[src/rtl/instr_fetch.sv]
// Instruction fetch stage: issues word reads for the current PC under a credit scheme,
// tracks in-flight request PCs, and buffers returned instructions for decode.
module instr_fetch #(
  parameter int DATA_WIDTH      = 32,
  parameter int FIFO_DEPTH      = 2,
  parameter int MAX_OUTSTANDING = 2
) (
  input  logic                  clk,
  input  logic                  rst,
  input  logic [DATA_WIDTH-1:0] pc_i,
  output logic                  pc_ready,
  input  logic                  flush,
  output logic                  imem_req,
  output logic [DATA_WIDTH-1:0] imem_addr,
  input  logic                  imem_gnt,
  input  logic                  imem_rvalid,
  input  logic [DATA_WIDTH-1:0] imem_rdata,
  output logic                  instr_valid,
  input  logic                  instr_ready,
  output logic [DATA_WIDTH-1:0] instr_o,
  output logic [DATA_WIDTH-1:0] instr_pc_o
);

  localparam int AW = $clog2(FIFO_DEPTH);
  localparam int CW = $clog2(FIFO_DEPTH + 1);
  localparam int OW = $clog2(MAX_OUTSTANDING + 1);
  localparam int SW = ((CW > OW) ? CW : OW) + 1;

  localparam logic [OW-1:0] OUT_ZERO_C = {OW{1'b0}};
  localparam logic [OW-1:0] OUT_ONE_C  = OW'(1'b1);
  localparam logic [OW-1:0] MAX_OUT_C  = OW'(MAX_OUTSTANDING);
  localparam logic [CW-1:0] CNT_ZERO_C = {CW{1'b0}};
  localparam logic [CW-1:0] CNT_ONE_C  = CW'(1'b1);
  localparam logic [SW-1:0] DEPTH_C    = SW'(FIFO_DEPTH);
  localparam logic [AW-1:0] PTR_ZERO_C = {AW{1'b0}};
  localparam logic [AW-1:0] PTR_ONE_C  = AW'(1'b1);

  typedef enum logic [0:0] {
    RUN   = 1'b0,
    DRAIN = 1'b1
  } state_e;

  state_e                state_q, state_d;
  logic                  init_q;
  logic                  valid_q;
  logic [OW-1:0]         out_q, out_d;
  logic [OW-1:0]         kill_q, kill_d;
  logic [OW-1:0]         pcq_wr_idx_s;
  logic [CW-1:0]         cnt_q, cnt_d;
  logic [AW-1:0]         wr_ptr_q, wr_ptr_d;
  logic [AW-1:0]         rd_ptr_q, rd_ptr_d;
  logic [DATA_WIDTH-1:0] fifo_data_q [FIFO_DEPTH];
  logic [DATA_WIDTH-1:0] fifo_pc_q   [FIFO_DEPTH];
  logic [DATA_WIDTH-1:0] pcq_q       [MAX_OUTSTANDING];
  logic [DATA_WIDTH-1:0] pcq_d       [MAX_OUTSTANDING];

  logic rsp_s;
  logic grant_s;
  logic push_s;
  logic pop_s;
  logic credit_s;
  logic pc_lsb_unused_s;

  // Every granted read owns a FIFO slot, so responses never need back-pressure.
  assign credit_s  = (SW'(cnt_q) + SW'(out_q)) < DEPTH_C;
  assign imem_addr = {pc_i[DATA_WIDTH-1:2], 2'b00};
  assign imem_req  = rst && init_q && (state_q == RUN) && !flush &&
                     (out_q < MAX_OUT_C) && credit_s;
  assign pc_ready  = imem_req && imem_gnt;
  assign grant_s   = pc_ready;

  // A response with nothing outstanding is a stale reply from before reset.
  assign rsp_s  = imem_rvalid && (out_q != OUT_ZERO_C);
  assign push_s = rsp_s && (kill_q == OUT_ZERO_C) && !flush;
  assign pop_s  = valid_q && instr_ready && !flush;

  assign instr_valid = valid_q;
  assign instr_o     = fifo_data_q[rd_ptr_q];
  assign instr_pc_o  = fifo_pc_q[rd_ptr_q];

  assign pc_lsb_unused_s = ^pc_i[1:0];

  // Redirect bookkeeping: how many in-flight replies still belong to the old path.
  always_comb begin
    state_d = state_q;
    kill_d  = kill_q;
    if (flush) begin
      kill_d = out_q - OW'(rsp_s);
      if (kill_d != OUT_ZERO_C) begin
        state_d = DRAIN;
      end else begin
        state_d = RUN;
      end
    end else begin
      case (state_q)
        RUN: begin
          state_d = RUN;
          kill_d  = OUT_ZERO_C;
        end
        DRAIN: begin
          if (rsp_s) begin
            kill_d = kill_q - OUT_ONE_C;
          end else begin
            kill_d = kill_q;
          end
          if (kill_d == OUT_ZERO_C) begin
            state_d = RUN;
          end else begin
            state_d = DRAIN;
          end
        end
        default: begin
          state_d = RUN;
          kill_d  = OUT_ZERO_C;
        end
      endcase
    end
  end

  // Outstanding-read counter and instruction FIFO pointers/occupancy.
  always_comb begin
    out_d    = out_q;
    cnt_d    = cnt_q;
    wr_ptr_d = wr_ptr_q;
    rd_ptr_d = rd_ptr_q;
    case ({grant_s, rsp_s})
      2'b10:   out_d = out_q + OUT_ONE_C;
      2'b01:   out_d = out_q - OUT_ONE_C;
      default: out_d = out_q;
    endcase
    if (flush) begin
      cnt_d    = CNT_ZERO_C;
      wr_ptr_d = PTR_ZERO_C;
      rd_ptr_d = PTR_ZERO_C;
    end else begin
      wr_ptr_d = push_s ? (wr_ptr_q + PTR_ONE_C) : wr_ptr_q;
      rd_ptr_d = pop_s ? (rd_ptr_q + PTR_ONE_C) : rd_ptr_q;
      case ({push_s, pop_s})
        2'b10:   cnt_d = cnt_q + CNT_ONE_C;
        2'b01:   cnt_d = cnt_q - CNT_ONE_C;
        default: cnt_d = cnt_q;
      endcase
    end
  end

  // Request PC queue: entry 0 is the oldest in-flight read; new grants land after the survivors.
  always_comb begin
    pcq_wr_idx_s = out_q - OW'(rsp_s);
    for (int i = 0; i < MAX_OUTSTANDING - 1; i++) begin
      pcq_d[i] = rsp_s ? pcq_q[i+1] : pcq_q[i];
    end
    pcq_d[MAX_OUTSTANDING-1] = pcq_q[MAX_OUTSTANDING-1];
    for (int i = 0; i < MAX_OUTSTANDING; i++) begin
      pcq_d[i] = (grant_s && (OW'(i) == pcq_wr_idx_s)) ? imem_addr : pcq_d[i];
    end
  end

  // Control state; init_q holds off requests for the first cycle after reset.
  always_ff @(posedge clk) begin
    if (!rst) begin
      state_q  <= RUN;
      init_q   <= 1'b0;
      valid_q  <= 1'b0;
      out_q    <= OUT_ZERO_C;
      kill_q   <= OUT_ZERO_C;
      cnt_q    <= CNT_ZERO_C;
      wr_ptr_q <= PTR_ZERO_C;
      rd_ptr_q <= PTR_ZERO_C;
    end else begin
      state_q  <= state_d;
      init_q   <= 1'b1;
      valid_q  <= (cnt_d != CNT_ZERO_C);
      out_q    <= out_d;
      kill_q   <= kill_d;
      cnt_q    <= cnt_d;
      wr_ptr_q <= wr_ptr_d;
      rd_ptr_q <= rd_ptr_d;
    end
  end

  // Instruction buffer and request PC storage.
  always_ff @(posedge clk) begin
    if (!rst) begin
      for (int i = 0; i < FIFO_DEPTH; i++) begin
        fifo_data_q[i] <= {DATA_WIDTH{1'b0}};
        fifo_pc_q[i]   <= {DATA_WIDTH{1'b0}};
      end
      for (int i = 0; i < MAX_OUTSTANDING; i++) begin
        pcq_q[i] <= {DATA_WIDTH{1'b0}};
      end
    end else begin
      if (push_s) begin
        fifo_data_q[wr_ptr_q] <= imem_rdata;
        fifo_pc_q[wr_ptr_q]   <= pcq_q[0];
      end
      for (int i = 0; i < MAX_OUTSTANDING; i++) begin
        pcq_q[i] <= pcq_d[i];
      end
    end
  end

endmodule
[config.mk]
export PLATFORM = sky130hd
export DESIGN_NAME = instr_fetch
export DESIGN_NICKNAME = d
export VERILOG_FILES = /design/src/rtl/instr_fetch.sv
export SDC_FILE = /design/constraint.sdc
export NUM_CORES = 1
export LEC_CHECK = 0
export ABC_AREA = 1
export BUFFER_PORTS_ARGS = -buffer_cell sky130_fd_sc_hd__buf_2
export CAP_MARGIN = 20
export CORE_ASPECT_RATIO = 0.75
export CORE_MARGIN = 2
export CORE_UTILIZATION = 53
export DETAILED_ROUTE_END_ITERATION = 12
export GPL_ROUTABILITY_DRIVEN = 0
export GPL_TIMING_DRIVEN = 0
export PLACE_DENSITY = 0.74
export SYNTH_ARGS = -nofsm -noshare
export SYNTH_HDL_FRONTEND = slang
export SYNTH_SLANG_ARGS = --single-unit
[constraint.sdc]
create_clock -name clk -period 3.58 [get_ports clk]
set_input_delay 0 -clock clk [delete_from_list [all_inputs] [get_ports clk]]
set_output_delay 0 -clock clk [all_outputs]
set_load 0.02 [all_outputs]
==> results list <==
- Once detail routing completed, the nets flagged for antenna violations numbered 0.
- The floorplan has 40 rows.
- Final HPWL DP: between 10000 and 15000 um
- First-pass GRT wire length: between 30000 and 40000 um
- Averaged over all synthesized cells, the footprint is approximately 9.6 um^2.
- Leaving out filler cells and counting taps, the final layout contains 1384.
- Setup violations remaining at the end of the flow were counted as 0.
* Internal: 3.87 mW
* CTS-repair resized insts: 0
- Of the available clock period, the critical path in the final layout requires between 90 and 100%.
- DRT iter0 DRCs: between 400 and 500
* Startpoint Class: flop
- Synth-to-Final Area Change: 26.8%
- Number of search-and-repair iterations in the first detailed-routing pass: 4
- The setup check on the worst reg-to-reg path leaves a slack of 0.32 ns.
- Sequential fraction of design power: approximately half
- Register bit total from synthesis: 196
- Registers take 0.00516 mm^2.
- Of the cells placed in the final design, the portion with a size suffix greater than 1 is 27.3%.
- Summing internal, switching and leakage power gives 5.08 mW.
- Cell depth of the worst hold path: 4
- Summed over all cells, the static leakage comes to 4.80 nW.
- Warnings from Yosys: 0
* CTS sink cnt: 196
* Die Area: approximately 0.018 mm^2
- Critical path required time: 3.88 ns
- For this design the top-level I/O count stands at 169.
* Critical Path, Cell by Cell: o21ai_1 -> inv_2 -> clkbuf_1 -> ha_1 -> inv_1 -> nor2_1 -> nand3_1 -> clkbuf_1 -> nand3_1 -> a21oi_1
- Final Hold Fails: 0
* Worst hold margin: 0.216 ns
- Across the run, the number of max-cap violations was 0.
* Placed Cells incl. Taps: 1287
- Once the floorplan was initialized, standard cells occupied 54.6% of the core.
- Slew at the pin closest to its max-slew limit: 0.879 ns
- In this run the critical register-to-register path is captured at pcq_q[0][5].
- The initial antenna violation count was 0.
- The cell area that synthesis handed to floorplanning was 0.00880 mm^2.
- Average wire length per cell after detail routing: approximately 14 um
- After clock tree synthesis, the setup repair step added 0 buffers.
- Combinational logic is responsible for 11.4% of the overall power.
- Max transition margin: 41.4%
* Aggregate negative setup slack: 0 ns
- The number of pins exceeding their max-slew limit in the final report was 0.
- Final critical-path setup slack: 0.323 ns
- Summed over all instances, the cell type with the most area after synthesis is sky130_fd_sc_hd__edfxtp_1.
* Clock-pin slew on the worst setup and hold paths: about 0.070 ns
- STA classifies the critical path endpoint as a flop.
* Total via count after detailed routing: 6863
- Fraction of the yosys area taken by sequential cells: 58.7%
- Core area: 0.0161 mm^2
- Arrival time of the worst setup path: 3.56 ns
- Tot GR Track Use: 22.7%
* Post-route minimum period: 3.26 ns
- CTS tree: built
- Of the total synthesized cell area, the portion taken by AND, OR, NAND and NOR gates is roughly 18%.
* Largest buffer count on any clock path: 2
* Layout filler cell count: 1221
- Register-to-Register Path Depth: 10
- The count of buffers added on input and output ports is 161.
- Net switching is 23.9% of the power.
* Cell variety after synth: 29
- Combinational family with the most area after synthesis: simple AND/OR/NAND/NOR gates
* Number of levels the H-tree was split into: 4
- Start of the worst register-to-register path: out_q[1]
* Worst Path Max Fanout: 11
* Cells after synthesis: 913
- Diodes inserted: 0
- The synthesized netlist devotes 4.38% of its cell area to compound gates.
* Worst slack after detailed placement: 0.450 ns
- Number of global-route vias before repair: 6544
* Power per Cell Area: 456 mW/mm^2
- Worst min-delay path endpoint: out_q[0]
- Clock latency on the worst-skew pair: about 0.43 ns
- Counting the buffers created by CTS gives 17.
- Share of synthesized area spent on multiplexers: 7.93%
- The top cell type by area accounts for 42.3% of the synthesized area.
- Yosys attributes the largest share of cell area to sky130_fd_sc_hd__edfxtp_1, sky130_fd_sc_hd__dfxtp_1, sky130_fd_sc_hd__nor2_1, sky130_fd_sc_hd__mux2_2, sky130_fd_sc_hd__nand2_1.
- Floorplan die height: 116 um
- Peak Freq: between 300 and 400 MHz
- Summing the areas of all xor and xnor instances in the mapped netlist gives less than 1% of the synthesized area.
- Vias per Instance: 4.96
- Summing all multi-input logic gate instances after layout gives 0.00275 mm^2.
- The slowest stage of the critical path belongs to the cell sky130_fd_sc_hd__o21ai_1.
- Setup repair after global routing left no endpoint under its margin.
- Portion of total power attributed to the clock network: 39.1%
* Kind of critical path: reg2reg
* Psw: 1.21 mW
- The routed design has 19900 um of wire.
* Peak per-stage delay on the critical path: 0.54 ns
- Clock skew after layout: between 0.006 and 0.007 ns
* Result of the run: finished, final reports clean
* Die span in x: 153 um
- The worst hold path belongs to the class in2reg.
- The total overflow left after global routing is 0.
- After detailed routing, the number of remaining DRC violations is 0.
* IR Drop Worst-Case VDD: 290 uV
* Start point of the worst hold path: imem_gnt
* Clk Tree Root Cell: sky130_fd_sc_hd__clkbuf_16
- Adder and majority cell fraction of the synthesized area: 0.796%
- Net count, final: 1236
- Entering global routing, the biggest net connects 63 pins.
stage by stage:
step	instance area (um^2)	util (%)
after floorplan	8810	-
after global placement	9880	61.3
after detailed placement	9890	61.4
after CTS	11200	69.2
after global routing	11200	69.2
final	11200	69.2
final cells by class:
class	instances	area share, %
well taps	210	2.35
multi-input cells	521	24.7
flip-flops and latches	196	46.3
repair buffers	226	13.1
inverters	111	3.73
plain buffers	88	4.42
clock buffers	17	3.81
clock inverters	15	1.68
worst max-delay path, delay by kind of cell, from the launching register on:
kind                       cells  cell delay (ns)
buffers and inverters          4             0.92
and+or+nand+nor                3             0.82
AOI/OAI and AO/OA              2             0.62
adders and majority gates      1             0.40
DFF                            1             0.35
cells by family after synthesis:
group,Yosys count
compound gates,76
xor+xnor,1
fa+ha+maj,5
buf+inv,199
flops,196
mux,62
other cells,1
simple gates,373
per-layer routing:
layer	part of all wire (%)	routed length (um)	global-route usage, %	up-vias
met3	5.1	1020	4.23	25
met2	49	9760	39.3	189
met5	0	0	0	-
met4	1.7	331	6.85	0
li1	-	-	-	3428
met1	44	8830	29.6	3221
worst max-delay path by stage:
| stage | startpoint | end | slack (ns) | cells past startpoint |
|---|---|---|---|---|
| 3_5_place_dp | out_q[1] | pcq_q[0][9] | 0.45 | 10 |
| 6_report | out_q[1] | pcq_q[0][5] | 0.32 | 10 |
| 3_3_place_gp | out_q[1] | fifo_data_q[0][23] | -0.77 | 7 |
| 4_1_cts | out_q[1] | pcq_q[0][9] | 0.40 | 10 |
| 2_1_floorplan | out_q[1] | fifo_data_q[0][0] | 0.59 | 7 |
| 5_1_grt | out_q[1] | pcq_q[0][17] | 0.07 | 12 |
cell usage in the layout, fill, tap and decap left out, types with 2 or more instances in the layout:
cell and count:
sky130_fd_sc_hd__nor2_1 190, sky130_fd_sc_hd__clkinvlp_4 2, sky130_fd_sc_hd__clkinv_1 3, sky130_fd_sc_hd__nor2_2 2, sky130_fd_sc_hd__mux2_2 62, sky130_fd_sc_hd__edfxtp_1 124, sky130_fd_sc_hd__nand4_1 31, sky130_fd_sc_hd__conb_1 4
sky130_fd_sc_hd__nand2_1 109, sky130_fd_sc_hd__nand2_4 2, sky130_fd_sc_hd__bufinv_16 4, sky130_fd_sc_hd__o21ai_0 37, sky130_fd_sc_hd__nand3_1 32, sky130_fd_sc_hd__buf_1 5, sky130_fd_sc_hd__clkinv_4 2, sky130_fd_sc_hd__clkbuf_16 17
sky130_fd_sc_hd__nand3_2 2, sky130_fd_sc_hd__ha_1 4, sky130_fd_sc_hd__clkbuf_1 27, sky130_fd_sc_hd__buf_2 180, sky130_fd_sc_hd__dlygate4sd3_1 65, sky130_fd_sc_hd__buf_4 37, sky130_fd_sc_hd__inv_2 3, sky130_fd_sc_hd__clkinv_2 3
sky130_fd_sc_hd__inv_1 108, sky130_fd_sc_hd__dfxtp_1 72, sky130_fd_sc_hd__a21oi_1 36
synthesized netlist by cell type:
master / count
sky130_fd_sc_hd__buf_1: 5
sky130_fd_sc_hd__inv_2: 3
sky130_fd_sc_hd__nor2_1: 190
sky130_fd_sc_hd__nand2_1: 111
sky130_fd_sc_hd__xnor2_1: 1
sky130_fd_sc_hd__fa_1: 1
sky130_fd_sc_hd__conb_1: 1
sky130_fd_sc_hd__buf_2: 19
sky130_fd_sc_hd__clkbuf_1: 27
sky130_fd_sc_hd__nor3b_1: 1
sky130_fd_sc_hd__nand3b_1: 1
sky130_fd_sc_hd__nand2_2: 1
sky130_fd_sc_hd__o21a_1: 1
sky130_fd_sc_hd__o21ai_1: 1
sky130_fd_sc_hd__nor2_4: 1
sky130_fd_sc_hd__edfxtp_1: 124
sky130_fd_sc_hd__inv_1: 108
sky130_fd_sc_hd__o211ai_1: 1
sky130_fd_sc_hd__nand3_1: 32
sky130_fd_sc_hd__nor2_2: 2
sky130_fd_sc_hd__a21oi_1: 36
sky130_fd_sc_hd__mux2_2: 62
sky130_fd_sc_hd__buf_4: 37
sky130_fd_sc_hd__nor3_2: 1
sky130_fd_sc_hd__ha_1: 4
sky130_fd_sc_hd__nand3_2: 2
sky130_fd_sc_hd__dfxtp_1: 72
sky130_fd_sc_hd__o21ai_0: 37
sky130_fd_sc_hd__nand4_1: 31
what timing repair did:
item                                    CTS  global route
hold endpoints to repair                127             0
hold buffers                             65             0
endpoints found under the setup margin    0             0
sequential cells by signal (all words and copies together), names as in the netlist, named ones only:
name and cells:
state_q 1, wr_ptr_q 1, init_q 1, fifo_data_q 64, pcq_q 60, rd_ptr_q 1
fifo_pc_q 60, out_q 2, cnt_q 2, kill_q 2, instr_valid 1
power groups by stage:
stage	Combinational, mW	Clock [mW]	Sequential (mW)
floorplan	0.344	0	2.56
global placement	0.508	0	2.57
detailed placement	0.515	0	2.57
CTS	0.573	2.01	2.52
global route	0.633	2.09	2.52
finish	0.578	1.99	2.52
No activity file was read; power rests on OpenSTA's default activity.
